$ cat src/rtl/rect_fill_engine_if.sv
// Command and framebuffer-write bus of rect_fill_engine.
// master = command source and RAM side, slave = the engine.
interface rect_fill_engine_if #(
  parameter int X_W    = 9,
  parameter int Y_W    = 8,
  parameter int ADDR_W = 17,
  parameter int NCH    = 3,
  parameter int CW     = 2
);
  logic                  cmd_valid;
  logic                  cmd_ready;
  logic [1:0]            cmd_mode;
  logic [X_W-1:0]        cmd_x1;
  logic [X_W-1:0]        cmd_x2;
  logic [Y_W-1:0]        cmd_y1;
  logic [Y_W-1:0]        cmd_y2;
  logic [NCH*CW-1:0]     cmd_color;
  logic                  abort;
  logic                  wr_en;
  logic [ADDR_W-1:0]     wr_addr;
  logic [NCH*CW-1:0]     wr_data;
  logic                  busy;
  logic                  done;

  modport master (
    output cmd_valid, cmd_mode, cmd_x1, cmd_x2, cmd_y1, cmd_y2, cmd_color, abort,
    input  cmd_ready, wr_en, wr_addr, wr_data, busy, done
  );

  modport slave (
    input  cmd_valid, cmd_mode, cmd_x1, cmd_x2, cmd_y1, cmd_y2, cmd_color, abort,
    output cmd_ready, wr_en, wr_addr, wr_data, busy, done
  );
endinterface

$ cat src/rtl/rect_fill_engine.sv
// Rectangle rasteriser: visits each pixel of a clipped rectangle once per clock
// and emits registered framebuffer writes with incremental addressing.
module rect_fill_engine #(
  parameter int H_RES  = 320,
  parameter int V_RES  = 240,
  parameter int X_W    = 9,
  parameter int Y_W    = 8,
  parameter int ADDR_W = 17,
  parameter int NCH    = 3,
  parameter int CW     = 2
) (
  input  logic              CLOCK_50,
  input  logic              reset_n,
  rect_fill_engine_if.slave bus
);
  localparam int                DW         = NCH * CW;
  localparam logic [X_W-1:0]    X_MAX      = X_W'(H_RES - 1);
  localparam logic [Y_W-1:0]    Y_MAX      = Y_W'(V_RES - 1);
  localparam logic [ADDR_W-1:0] ROW_STEP   = ADDR_W'(H_RES);
  localparam logic [1:0]        MODE_CLEAR = 2'b01;
  localparam logic [1:0]        MODE_OUTL  = 2'b10;

  typedef enum logic [1:0] {S_IDLE, S_SETUP, S_FILL, S_DONE} state_t;

  state_t            state_q, state_d;
  logic [1:0]        mode_q, mode_d;
  logic [X_W-1:0]    x1_q, x1_d, x2_q, x2_d, x_q, x_d;
  logic [Y_W-1:0]    y1_q, y1_d, y2_q, y2_d, y_q, y_d;
  logic [ADDR_W-1:0] row_base_q, row_base_d;
  logic [ADDR_W-1:0] wr_addr_q, wr_addr_d;
  logic [DW-1:0]     color_q, color_d, wr_data_q, wr_data_d;
  logic              wr_en_q, wr_en_d;
  logic              busy_q, busy_d;
  logic              done_q, done_d;
  logic              cmd_ready_q, cmd_ready_d;

  logic [X_W-1:0]    sx1, sx2;
  logic [Y_W-1:0]    sy1, sy2;
  logic              empty;
  logic              on_edge;

  // Clear overrides the bounds; otherwise only the far corner needs clipping.
  always_comb begin
    if (mode_q == MODE_CLEAR) begin
      sx1 = '0;
      sy1 = '0;
      sx2 = X_MAX;
      sy2 = Y_MAX;
    end else begin
      sx1 = x1_q;
      sy1 = y1_q;
      sx2 = (x2_q > X_MAX) ? X_MAX : x2_q;
      sy2 = (y2_q > Y_MAX) ? Y_MAX : y2_q;
    end
    empty   = (sx1 > sx2) || (sy1 > sy2) || (sx1 > X_MAX) || (sy1 > Y_MAX);
    on_edge = (x_q == x1_q) || (x_q == x2_q) || (y_q == y1_q) || (y_q == y2_q);
  end

  always_comb begin
    state_d    = state_q;
    mode_d     = mode_q;
    x1_d       = x1_q;
    x2_d       = x2_q;
    y1_d       = y1_q;
    y2_d       = y2_q;
    x_d        = x_q;
    y_d        = y_q;
    row_base_d = row_base_q;
    color_d    = color_q;
    wr_addr_d  = wr_addr_q;
    wr_data_d  = wr_data_q;
    wr_en_d    = 1'b0;

    unique case (state_q)
      S_IDLE: begin
        if (bus.cmd_valid) begin
          mode_d    = bus.cmd_mode;
          x1_d      = bus.cmd_x1;
          x2_d      = bus.cmd_x2;
          y1_d      = bus.cmd_y1;
          y2_d      = bus.cmd_y2;
          color_d   = bus.cmd_color;
          wr_data_d = bus.cmd_color;
          state_d   = S_SETUP;
        end
      end
      S_SETUP: begin
        if (bus.abort) begin
          state_d = S_IDLE;
        end else if (empty) begin
          state_d = S_DONE;
        end else begin
          x1_d       = sx1;
          x2_d       = sx2;
          y1_d       = sy1;
          y2_d       = sy2;
          x_d        = sx1;
          y_d        = sy1;
          row_base_d = ADDR_W'(sy1) * ROW_STEP;
          state_d    = S_FILL;
        end
      end
      S_FILL: begin
        // Outline still walks the interior so timing matches fill; it just suppresses the strobe.
        wr_en_d = (mode_q != MODE_OUTL) || on_edge;
        if (wr_en_d) begin
          wr_addr_d = row_base_q + ADDR_W'(x_q);
        end
        if (bus.abort) begin
          state_d = S_IDLE;
        end else if (x_q == x2_q) begin
          if (y_q == y2_q) begin
            state_d = S_DONE;
          end else begin
            x_d        = x1_q;
            y_d        = y_q + 1'b1;
            row_base_d = row_base_q + ROW_STEP;
          end
        end else begin
          x_d = x_q + 1'b1;
        end
      end
      S_DONE: begin
        state_d = S_IDLE;
      end
      default: begin
        state_d = S_IDLE;
      end
    endcase

    busy_d      = (state_d != S_IDLE);
    done_d      = (state_d == S_DONE);
    cmd_ready_d = (state_d == S_IDLE);
  end

  always_ff @(posedge CLOCK_50 or negedge reset_n) begin
    if (!reset_n) begin
      state_q     <= S_IDLE;
      mode_q      <= '0;
      x1_q        <= '0;
      x2_q        <= '0;
      y1_q        <= '0;
      y2_q        <= '0;
      x_q         <= '0;
      y_q         <= '0;
      row_base_q  <= '0;
      color_q     <= '0;
      wr_addr_q   <= '0;
      wr_data_q   <= '0;
      wr_en_q     <= 1'b0;
      busy_q      <= 1'b0;
      done_q      <= 1'b0;
      cmd_ready_q <= 1'b1;
    end else begin
      state_q     <= state_d;
      mode_q      <= mode_d;
      x1_q        <= x1_d;
      x2_q        <= x2_d;
      y1_q        <= y1_d;
      y2_q        <= y2_d;
      x_q         <= x_d;
      y_q         <= y_d;
      row_base_q  <= row_base_d;
      color_q     <= color_d;
      wr_addr_q   <= wr_addr_d;
      wr_data_q   <= wr_data_d;
      wr_en_q     <= wr_en_d;
      busy_q      <= busy_d;
      done_q      <= done_d;
      cmd_ready_q <= cmd_ready_d;
    end
  end

  assign bus.wr_en     = wr_en_q;
  assign bus.wr_addr   = wr_addr_q;
  assign bus.wr_data   = wr_data_q;
  assign bus.busy      = busy_q;
  assign bus.done      = done_q;
  assign bus.cmd_ready = cmd_ready_q;
endmodule

$ cat src/flat_wrapper.sv
// flat-port wrapper written by rule: the top's interface ports become plain ports
module rect_fill_engine_flat 
#(
  parameter int H_RES  = 320,
  parameter int V_RES  = 240,
  parameter int X_W    = 9,
  parameter int Y_W    = 8,
  parameter int ADDR_W = 17,
  parameter int NCH    = 3,
  parameter int CW     = 2
)
  (CLOCK_50, reset_n, bus_cmd_valid, bus_cmd_mode, bus_cmd_x1, bus_cmd_x2, bus_cmd_y1, bus_cmd_y2, bus_cmd_color, bus_abort, bus_cmd_ready, bus_wr_en, bus_wr_addr, bus_wr_data, bus_busy, bus_done);
  rect_fill_engine_if #(.X_W(X_W), .Y_W(Y_W), .ADDR_W(ADDR_W), .NCH(NCH), .CW(CW)) bus_i ();
  input  logic CLOCK_50;
  input  logic reset_n;
  input wire logic [$bits(bus_i.cmd_valid)-1:0] bus_cmd_valid;
  input wire logic [$bits(bus_i.cmd_mode)-1:0] bus_cmd_mode;
  input wire logic [$bits(bus_i.cmd_x1)-1:0] bus_cmd_x1;
  input wire logic [$bits(bus_i.cmd_x2)-1:0] bus_cmd_x2;
  input wire logic [$bits(bus_i.cmd_y1)-1:0] bus_cmd_y1;
  input wire logic [$bits(bus_i.cmd_y2)-1:0] bus_cmd_y2;
  input wire logic [$bits(bus_i.cmd_color)-1:0] bus_cmd_color;
  input wire logic [$bits(bus_i.abort)-1:0] bus_abort;
  output wire logic [$bits(bus_i.cmd_ready)-1:0] bus_cmd_ready;
  output wire logic [$bits(bus_i.wr_en)-1:0] bus_wr_en;
  output wire logic [$bits(bus_i.wr_addr)-1:0] bus_wr_addr;
  output wire logic [$bits(bus_i.wr_data)-1:0] bus_wr_data;
  output wire logic [$bits(bus_i.busy)-1:0] bus_busy;
  output wire logic [$bits(bus_i.done)-1:0] bus_done;
  assign bus_i.cmd_valid = bus_cmd_valid;
  assign bus_i.cmd_mode = bus_cmd_mode;
  assign bus_i.cmd_x1 = bus_cmd_x1;
  assign bus_i.cmd_x2 = bus_cmd_x2;
  assign bus_i.cmd_y1 = bus_cmd_y1;
  assign bus_i.cmd_y2 = bus_cmd_y2;
  assign bus_i.cmd_color = bus_cmd_color;
  assign bus_i.abort = bus_abort;
  assign bus_cmd_ready = bus_i.cmd_ready;
  assign bus_wr_en = bus_i.wr_en;
  assign bus_wr_addr = bus_i.wr_addr;
  assign bus_wr_data = bus_i.wr_data;
  assign bus_busy = bus_i.busy;
  assign bus_done = bus_i.done;
  rect_fill_engine #(.H_RES(H_RES), .V_RES(V_RES), .X_W(X_W), .Y_W(Y_W), .ADDR_W(ADDR_W), .NCH(NCH), .CW(CW)) u_core (.CLOCK_50(CLOCK_50), .reset_n(reset_n), .bus(bus_i));
endmodule
$ cat config.mk
export PLATFORM = sky130hd
export DESIGN_NAME = rect_fill_engine_flat
export DESIGN_NICKNAME = d
export VERILOG_FILES = /design/src/rtl/rect_fill_engine_if.sv /design/src/rtl/rect_fill_engine.sv /design/src/flat_wrapper.sv
export SDC_FILE = /design/constraint.sdc
export NUM_CORES = 1
export LEC_CHECK = 0
export CAP_MARGIN = 20
export CORE_MARGIN = 4
export CORE_UTILIZATION = 50
export DETAILED_ROUTE_END_ITERATION = 6
export GPL_TIMING_DRIVEN = 0
export PLACE_DENSITY = 0.73
export SETUP_SLACK_MARGIN = 0.05
export SLEW_MARGIN = 20
export SYNTH_ARGS = -nofsm -noshare
export SYNTH_HDL_FRONTEND = slang
export SYNTH_SLANG_ARGS = --single-unit
export TNS_END_PERCENT = 5
$ cat constraint.sdc
create_clock -name CLOCK_50 -period 4.65 [get_ports CLOCK_50]
set_clock_uncertainty 0.2 [all_clocks]
set_input_delay 0.465 -clock CLOCK_50 [delete_from_list [all_inputs] [get_ports CLOCK_50]]
set_output_delay 0.465 -clock CLOCK_50 [all_outputs]
set_load 0.05 [all_outputs]
==> Word-level counts from Yosys, hierarchy flattened <==
Index checks and enable logic that the tools add are counted.
{ "classes": {"addsub": 4, "n_mul": 1, "magnitude_cmp": 6, "n_eq_ne": 17, "n_mux": 44, "n_reduce_logical": 17} }
{ "op_table": {"columns": ["cell", "count"], "rows": [
  ["$mux 9", 12],
  ["$mux 8", 12],
  ["$mux 17", 5],
  ["$pmux 9 s2", 3],
  ["$pmux 8 s2", 3],
  ["$pmux 17 s2", 1],
  ["$eq 9x9->1", 2],
  ["$gt 9x9->1 const B", 2],
  ["$add 17x9->17", 1],
  ["$add 17x9->17 const B", 1],
  ["$eq 8x8->1", 2],
  ["$gt 8x8->1 const B", 2],
  ["$ne 2x2->1 const B", 6],
  ["$mul 8x3->11 const B", 1],
  ["$mux 2", 5],
  ["$add 9x1->9 const B", 1],
  ["$gt 9x9->1", 1],
  ["$add 8x1->8 const B", 1],
  ["$gt 8x8->1", 1],
  ["$pmux 2 s4", 1],
  ["$logic_or 1x1->1", 7],
  ["$eq 2x2->1 const B", 3],
  ["$reduce_and 6->1", 1],
  ["$reduce_bool 2->1", 3],
  ["other kinds (8)", 12]
]} }
{ "totals": {"ff_bits": 99, "inputBits": 46, "output_inout_bits": 27, "elab_cells": 104} }

==> Longest topological paths before layout <==
{ "logic_depth": {"word_depth": 11, "ltp_mapped": 15, "mapped_depth_nobuf": 13} }

==> Worst setup path before layout <==
Ideal clock, no wire load.
{ "synth_path": {"path_kind": "register to register", "start": "register u_core.mode_q[0]", "end": "register u_core.row_base_q[7]", "setup_ps": 125, "arrival_ps": 2883, "required_time_ps": 4325, "path_slack_ps": 1442, "path_stages_with_launch": 14, "path_buffers": 2, "period_less_slack_ps": 3208, "path_cell_list": "dfrtp_1 -> nand2b_1 -> clkbuf_1 -> nand2_1 -> or2_2 -> ha_1 -> nand2_1 -> nor3_1 -> a21oi_1 -> o31ai_1 -> and3b_1 -> buf_6 -> a21boi_4 -> mux2_4"} }
{ "synth_via": {"elab_chain_len": 8, "elab_cells_between_ends": 18, "classes_between": "mul: 1; order compare: 4; eq/ne: 2; mux: 7; reduce/logical: 4"} }
{ "synth_lines": {"columns": ["element", "line", "text"], "rows": [
  ["from (decl)", "rect_fill_engine.sv:26", "logic [1:0] mode_q, mode_d;"],
  ["from (signal assigned)", "rect_fill_engine.sv:156", "mode_q <= mode_d;"],
  ["$eq 2x1->1 *", "rect_fill_engine.sv:44", "if (mode_q == MODE_CLEAR) begin"],
  ["parallel branches: the longest is 7 deep, another holds $mul 8x3->11", null, null],
  ["to (signal assigned)", "rect_fill_engine.sv:163", "row_base_q <= row_base_d;"],
  ["to (decl)", "rect_fill_engine.sv:29", "logic [ADDR_W-1:0] row_base_q, row_base_d;"]
]} }
Mark *: on every way between the ends. The select of a mux whose other input is x is not followed.
A chain may end at the register's enable or synchronous reset.

==> Worst setup path after layout <==
{ "layout_path": {"start": "register u_core.mode_q[1]", "end": "register u_core.y_q[1]"} }
{ "layout_via": {"elab_chain_len": 8, "elab_cells_between_ends": 17, "classes_between": "order compare: 4; eq/ne: 2; mux: 7; reduce/logical: 4"} }
{ "layout_lines": {"columns": ["element", "line", "text"], "rows": [
  ["$eq 2x1->1 *", "rect_fill_engine.sv:44", null],
  ["$mux 9 / $mux 8 (equally long branches)", "rect_fill_engine.sv:44", null],
  ["$gt 9x9->1 / $gt 8x8->1 (equally long branches)", "rect_fill_engine.sv:55", "empty = (sx1 > sx2) || (sy1 > sy2) || (sx1 > X_MAX) || (sy1 > Y_MAX);"],
  ["$logic_or 1x1->1 (3 in series)", "rect_fill_engine.sv:55", null],
  ["$ne 2x2->1 (no line)", null, null],
  ["$reduce_and 6->1 (no line)", null, null],
  ["to (signal assigned)", "rect_fill_engine.sv:162", "y_q <= y_d;"],
  ["to (decl)", "rect_fill_engine.sv:28", "logic [Y_W-1:0] y1_q, y1_d, y2_q, y2_d, y_q, y_d;"]
]} }
Every way passes the cells marked *; elsewhere a longest branch is shown, timed or not. The select of a mux whose other input is x is not followed.

==> run metrics <==
status=finished, final reports clean; root buffer cell=clkbuf_16; die area=13700 um^2; Mapped Nets=723; CP startpoint kind=register; top cells by area, synth=dfrtp_1 39%, ha_1 7.4%, a21oi_1 5.5%; main flop type after synthesis=dfrtp_1; Hold Violations, Final=0; ys async rst share=100%; Achievable Freq=0.242 GHz; Max H-tree Level=3; setup repair bufs after CTS=0; largest net degree at the start of global routing=60; placed cell count=857; Syn Std Cell Area=5940 um^2; die height=117 um; Horiz. Die Dim=117 um; GR Overflow Total=0; Tcrit/Tclk final=88.7%; CTS clk-pin slew, worst paths=0.07 ns; first-pass GRT wire length=25.3 mm; Clock Path Buffers=2; Tot GR Track Use=23.8%; Iteration-0 DRC Markers=378; final wirelength=15.3 mm; pins over their slew limit=0; most frequent cell after synthesis=dfrtp_1; Synth area leader=dfrtp_1; Hold Path Cell Cnt=2; initial antenna violation count=0; Vias/cell=5.78; Worst Path Class, Setup=register to register; Placed Area=6870 um^2; Synth top cells by count=92 x dfrtp_1, 76 x nand2_1, 65 x a21oi_1, 59 x nor2_1, 39 x o21ai_0; clock sinks=93; CP peak stage delay=0.41 ns; Seq cells post-synth=93; Port-buffer cells=72; depth of the most critical reg-to-reg path=14; first drt pass iteration count=5; vias in the first global route=5054; final setup vio count=0; Worst Path Max Fanout=10; area grow syn2layout=20.8%; Finished Layout Cells=874; Final nets=808; WP data arrival=4.16 ns; buffers and inverters on the worst path=4; layout cells sized above 1=10.3%; area of the core=11500 um^2; placer's final routability congestion estimate=0.888; Cells after Synth=641; vias post-DR=5052; DR WL/cell=17.5 um; min Tclk post-route=4.13 ns; Post-synth EDFFs=0; Antenna Diode Count=0; Slew @ Worst Pin=0.718 ns; DRC=0; Initial Util=51.6%; Slew Limit Headroom=52.1%; CTS tree=built; final instance area=7170 um^2; maxcap violations=0; IO Count=73; DP HPWL=11.4 mm; critical path's slowest cell=dfrtp_1; cell mode on critical path=clkbuf_1; DRT antenna net count=0; count of different cell masters after synthesis=66; Site Rows=39; CTS Buf Count=9; FILL cells=996; Largest delay share family, worst path=buffers and inverters; Hold Path Class=register to register; Syn. warnings=0; post-cts sizing count=0; post-synth top area share=38.8%; RSZ-0062 raised after global routing=no; instance count on the critical path=14; WP data required=4.69 ns; Post-Syn Area per Cell=9.27 um^2; crit-path cells=nand2b_1, clkbuf_1, clkbuf_1, nand2_1, inv_1, ha_1, nand3_1, nor3_1, a21oi_1, o31ai_1, and3b_1, buf_6, a21boi_4, mux2_4; R2R Setup Slk=0.52 ns; post-synthesis sequential area ratio=39.2%; clock latency on the worst-skew pair=0.36 ns; critical path capture point type=register
## worst register-to-register path, delay by kind of cell, from the launching register on
family,cells,cell delay [ns]
buffers and inverters,4,1.08
adders and majority gates,1,0.18
AOI/OAI and AO/OA,3,0.89
DFF,1,0.41
and+or+nand+nor,5,0.92
muxes,1,0.34
## state kept, by name, indices dropped and copies added (netlist names), 2 cells and up
name and cells:
u_core.bus.wr_data 6, u_core.x1_q 9, u_core.y2_q 8, u_core.y1_q 8, u_core.bus.wr_addr 17, u_core.x_q 9
u_core.row_base_q 11, u_core.y_q 8, u_core.x2_q 9, u_core.mode_q 2, u_core.state_q 2
## cell type report
cell class / instances / area (um^2) / share of cell area (%)
multi-input cells: 497 / 3350 / 46.7
clock buffers: 13 / 250 / 3.49
flip-flops and latches: 93 / 2330 / 32.5
clock inverters: 3 / 45.0 / 0.628
well taps: 143 / 179 / 2.49
repair buffers: 74 / 759 / 10.6
plain buffers: 38 / 215 / 3.00
inverters: 13 / 48.8 / 0.680
## cell families (layout without fill, tap and decap cells)
logic type / after synthesis / count (layout) / share of synthesized area, %
flops: 93 / 93 / 39.2
simple gates: 211 / 211 / 16.7
buf+inv: 51 / 141 / 4.44
mux: 37 / 37 / 6.87
compound gates: 158 / 158 / 16.8
xor+xnor: 55 / 55 / 8.24
fa+ha+maj: 36 / 36 / 7.71
## routing by layer
layer  share of wire (%)  up-vias  wire (um)  global-route usage (%)
met4                 2.3        0        350                    9.48
met5                   0        -          0                       0
met3                 6.6       24       1010                    4.63
li1                    -     2414          -                       -
met1                  45     2429       6830                    31.7
met2                  46      185       7070                    38.3
## repair_timing
action	in CTS	in global routing
endpoints found under the setup margin	0	0
endpoints found under the hold margin	34	0
hold buffers	1	0
## path summary, 6_finish.rpt
check	end	from
max in group asynchronous	u_core.bus.cmd_ready	reset_n
max	u_core.y_q[1]	u_core.mode_q[1]
min reg2reg	u_core.bus.wr_data[3]	u_core.bus.wr_data[3]
min in group asynchronous	u_core.bus.wr_addr[12]	reset_n
min	u_core.bus.wr_data[3]	u_core.bus.wr_data[3]
max reg2reg	u_core.y_q[1]	u_core.mode_q[1]
## cells in the final DEF (no fill, tap or decap), drive strengths merged, types with 4 or more instances in the layout
cell type / netlist / routed
a21boi: 6 / 6
a21o: 4 / 4
a21oi: 65 / 65
a22o: 5 / 5
a31oi: 4 / 4
and2: 13 / 13
buf: 20 / 22
clkbuf: 18 / 31
clkdlybuf4s50: 0 / 71
dfrtp: 92 / 92
ha: 35 / 35
inv: 13 / 13
mux2: 24 / 24
mux2i: 13 / 13
nand2: 77 / 77
nand2b: 5 / 5
nand3: 19 / 19
nand4: 10 / 10
nor2: 59 / 59
nor2b: 6 / 6
nor3: 6 / 6
o21ai: 39 / 39
o22a: 13 / 13
o31ai: 4 / 4
or2: 4 / 4
xnor2: 32 / 32
xor2: 23 / 23
## stage by stage
step           util (%)  hold WS (ns)  setup slack [ns]  TNS (ns)
2_1_floorplan         -       -0.0306              1.44         0
3_3_place_gp       59.4         0.259            -0.499    -45.01
3_5_place_dp       59.6         0.180             0.668         0
4_1_cts            62.3         0.278             0.646         0
5_1_grt            62.3         0.333             0.292         0
6_report           62.3         0.276             0.525         0
Power is not shown: default switching activity piles up to over one toggle a cycle in this logic, so the estimate is an artifact.
==> variant: new RTL, same flow settings <==
Take the reset off `y1_q` and load it in a clocked block of its own.
--- a/src/rtl/rect_fill_engine.sv
+++ b/src/rtl/rect_fill_engine.sv
@@ -139,7 +139,6 @@
       mode_q      <= '0;
       x1_q        <= '0;
       x2_q        <= '0;
-      y1_q        <= '0;
       y2_q        <= '0;
       x_q         <= '0;
       y_q         <= '0;
@@ -156,7 +155,6 @@
       mode_q      <= mode_d;
       x1_q        <= x1_d;
       x2_q        <= x2_d;
-      y1_q        <= y1_d;
       y2_q        <= y2_d;
       x_q         <= x_d;
       y_q         <= y_d;
@@ -171,6 +169,10 @@
     end
   end
 
+  always_ff @(posedge CLOCK_50) begin
+    y1_q <= y1_d;
+  end
+
   assign bus.wr_en     = wr_en_q;
   assign bus.wr_addr   = wr_addr_q;
   assign bus.wr_data   = wr_data_q;
Formal check against the unedited RTL: no difference found for any inputs over 4 cycles, from zero or initial values and one cycle with reset_n low; that may be too few to reach the edited logic, so the function may still have changed.
==> variant against the unedited design <==
Setup slack better by 0.030 ns; synthesized area is 3.6% higher; design area is 3.0% higher; worst hold slack better by 0.014 ns; sequential cell count stayed put; routed wire length is 5.2% higher; first-iteration DRC count is 18% lower; largest cell class unchanged; maximum frequency is 0.74% higher; final cell count is 1.3% lower.
==> variant: results (changes against the unedited design) <==
[place]
globalplace.congestion=0.938  ; was 0.888
dpl.hpwl_um=12200  ; was 11400 µm

[critical_path]
critical_path.max_stage_delay_ns=0.44  ; was 0.41 ns
critPathArrivalTime_ns=4.11  ; was 4.16 ns
critPathSlowestCell=dfrtp_1  ; unchanged
cp_max_fo=19  ; was 10

[finish]
n_fill_cell=1016  ; was 996
nets=796  ; was 808
drive_above_1_share=0.133  ; was 0.103

[synthesis]
synth_top_cells_by_area=dfrtp_1 (34%), mux2_2 (7.9%), ha_1 (7.7%)  ; was dfrtp_1 (39%), ha_1 (7.4%), a21oi_1 (5.5%)
yosys.cell_types.count=64  ; was 66
netlist_area_um2=6150  ; was 5940 µm²
synth_nets=712  ; was 723
ys_seq_area_frac=0.385  ; was 0.392
synth_edf_count=8  ; was 0
synthArstFlopShare=0.914  ; was 1.00
ys.flop_type=dfrtp_1  ; unchanged
netlist_top_cells_count=dfrtp_1 (84), nand2_1 (65), o21ai_0 (45)  ; was dfrtp_1 (92), nand2_1 (76), a21oi_1 (65)

[outcome]
outcome=finished, final reports clean  ; unchanged

[global_route]
grt_max_degree=58  ; was 60
gr-usage-all-layers=0.233  ; was 0.238
grt_pass1_wl_um=26600  ; was 25300 µm
grt_pass1_vias=5353  ; was 5054

[routing]
wl_per_cell_um=18.6  ; was 17.5 µm
drtIter0Drc=309  ; was 378
vias_per_cell=5.99  ; was 5.78

[power]
p_leak_nw=3.17
ir_drop_mv=0.423

[clocking]
clkLatencyLatePin_ns=0.35

[hold_path]
holdPathStages=1  ; was 2

[timing]
tightest_slew_ns=0.798  ; was 0.718 ns

==> variant: cell types whose count changed in the layout (fill, tap and decap cells not counted), moves of 9 or more <==
cell	unedited run	this run
a21oi_1	65	35
mux2_2	22	43
nor2b_1	6	20
nand2_1	76	65
and2_1	13	1
nand3_1	18	9
nor2_1	59	38
mux2_1	0	10
==> variant: final cells by class <==
type	instances	area (µm²)	area share
buffer	35	191	0.0259
clock buffer	12	246	0.0334
clock inverter	4	47.5	0.00643
inverter	16	60.1	0.00813
multi-input combinational	482	3540	0.478
sequential	93	2370	0.321
tap	147	184	0.0249
timing repair buffer	74	756	0.102
==> variant: worst paths after layout <==
check,slack (ns),to,startpoint
hold reg to reg,0.29,u_core.bus.wr_addr[4],u_core.bus.wr_addr[4]
setup reg to reg,0.56,u_core.x2_q[8],u_core.mode_q[0]
max in group asynchronous,3.23,u_core.x2_q[3],reset_n
hold / removal,0.29,u_core.bus.wr_addr[4],u_core.bus.wr_addr[4]
min in group asynchronous,0.40,u_core.y_q[6],reset_n
setup / recovery,0.56,u_core.x2_q[8],u_core.mode_q[0]
==> variant: timing repair <==
action | in CTS | in global routing
hold buffers | 1 | 0
endpoints found under the hold margin | 27 | 0
setup endpoints to repair | 0 | 12
resized for setup | 0 | 2
==> variant: layer usage <==
| layer | track usage | share of wire | vias to the layer above |
|---|---|---|---|
| met5 | 0 | 0 | - |
| met4 | 0.102 | 0.026 | 0 |
| met3 | 0.0508 | 0.070 | 40 |
| met2 | 0.390 | 0.49 | 227 |
| met1 | 0.291 | 0.42 | 2497 |
| li1 | - | - | 2403 |
==> variant: power by group <==
group	internal (mW)	leakage [nW]	switching, mW	total (mW)
registers	1.24	1.12	0.372	1.61
logic	1.60	1.91	2.19	3.79
clock network	0.430	0.143	0.314	0.744
==> variant: cells by family (layout without fill, tap and decap cells) <==
logic type	count (synthesis)	in the layout	synth area share
buffers and inverters	52	141	0.0415
AOI/OAI and AO/OA	144	144	0.154
and+or+nand+nor	182	182	0.148
xor gates and xnor gates	55	55	0.0795
adders and majority gates	39	39	0.0805
DFF	93	93	0.385
muxes	62	62	0.112
==> variant: metrics by stage <==
stage | setup TNS, ns | instances | cell area, µm² | setup WS [ns]
2_1_floorplan | 0 | 627 | 6150 | 1.34
3_3_place_gp | -19.20 | 846 | 7060 | -0.235
3_5_place_dp | 0 | 847 | 7080 | 0.222
5_1_grt | 0 | 863 | 7390 | 0.186
6_report | 0 | 863 | 7390 | 0.555
4_1_cts | 0 | 864 | 7390 | 0.195
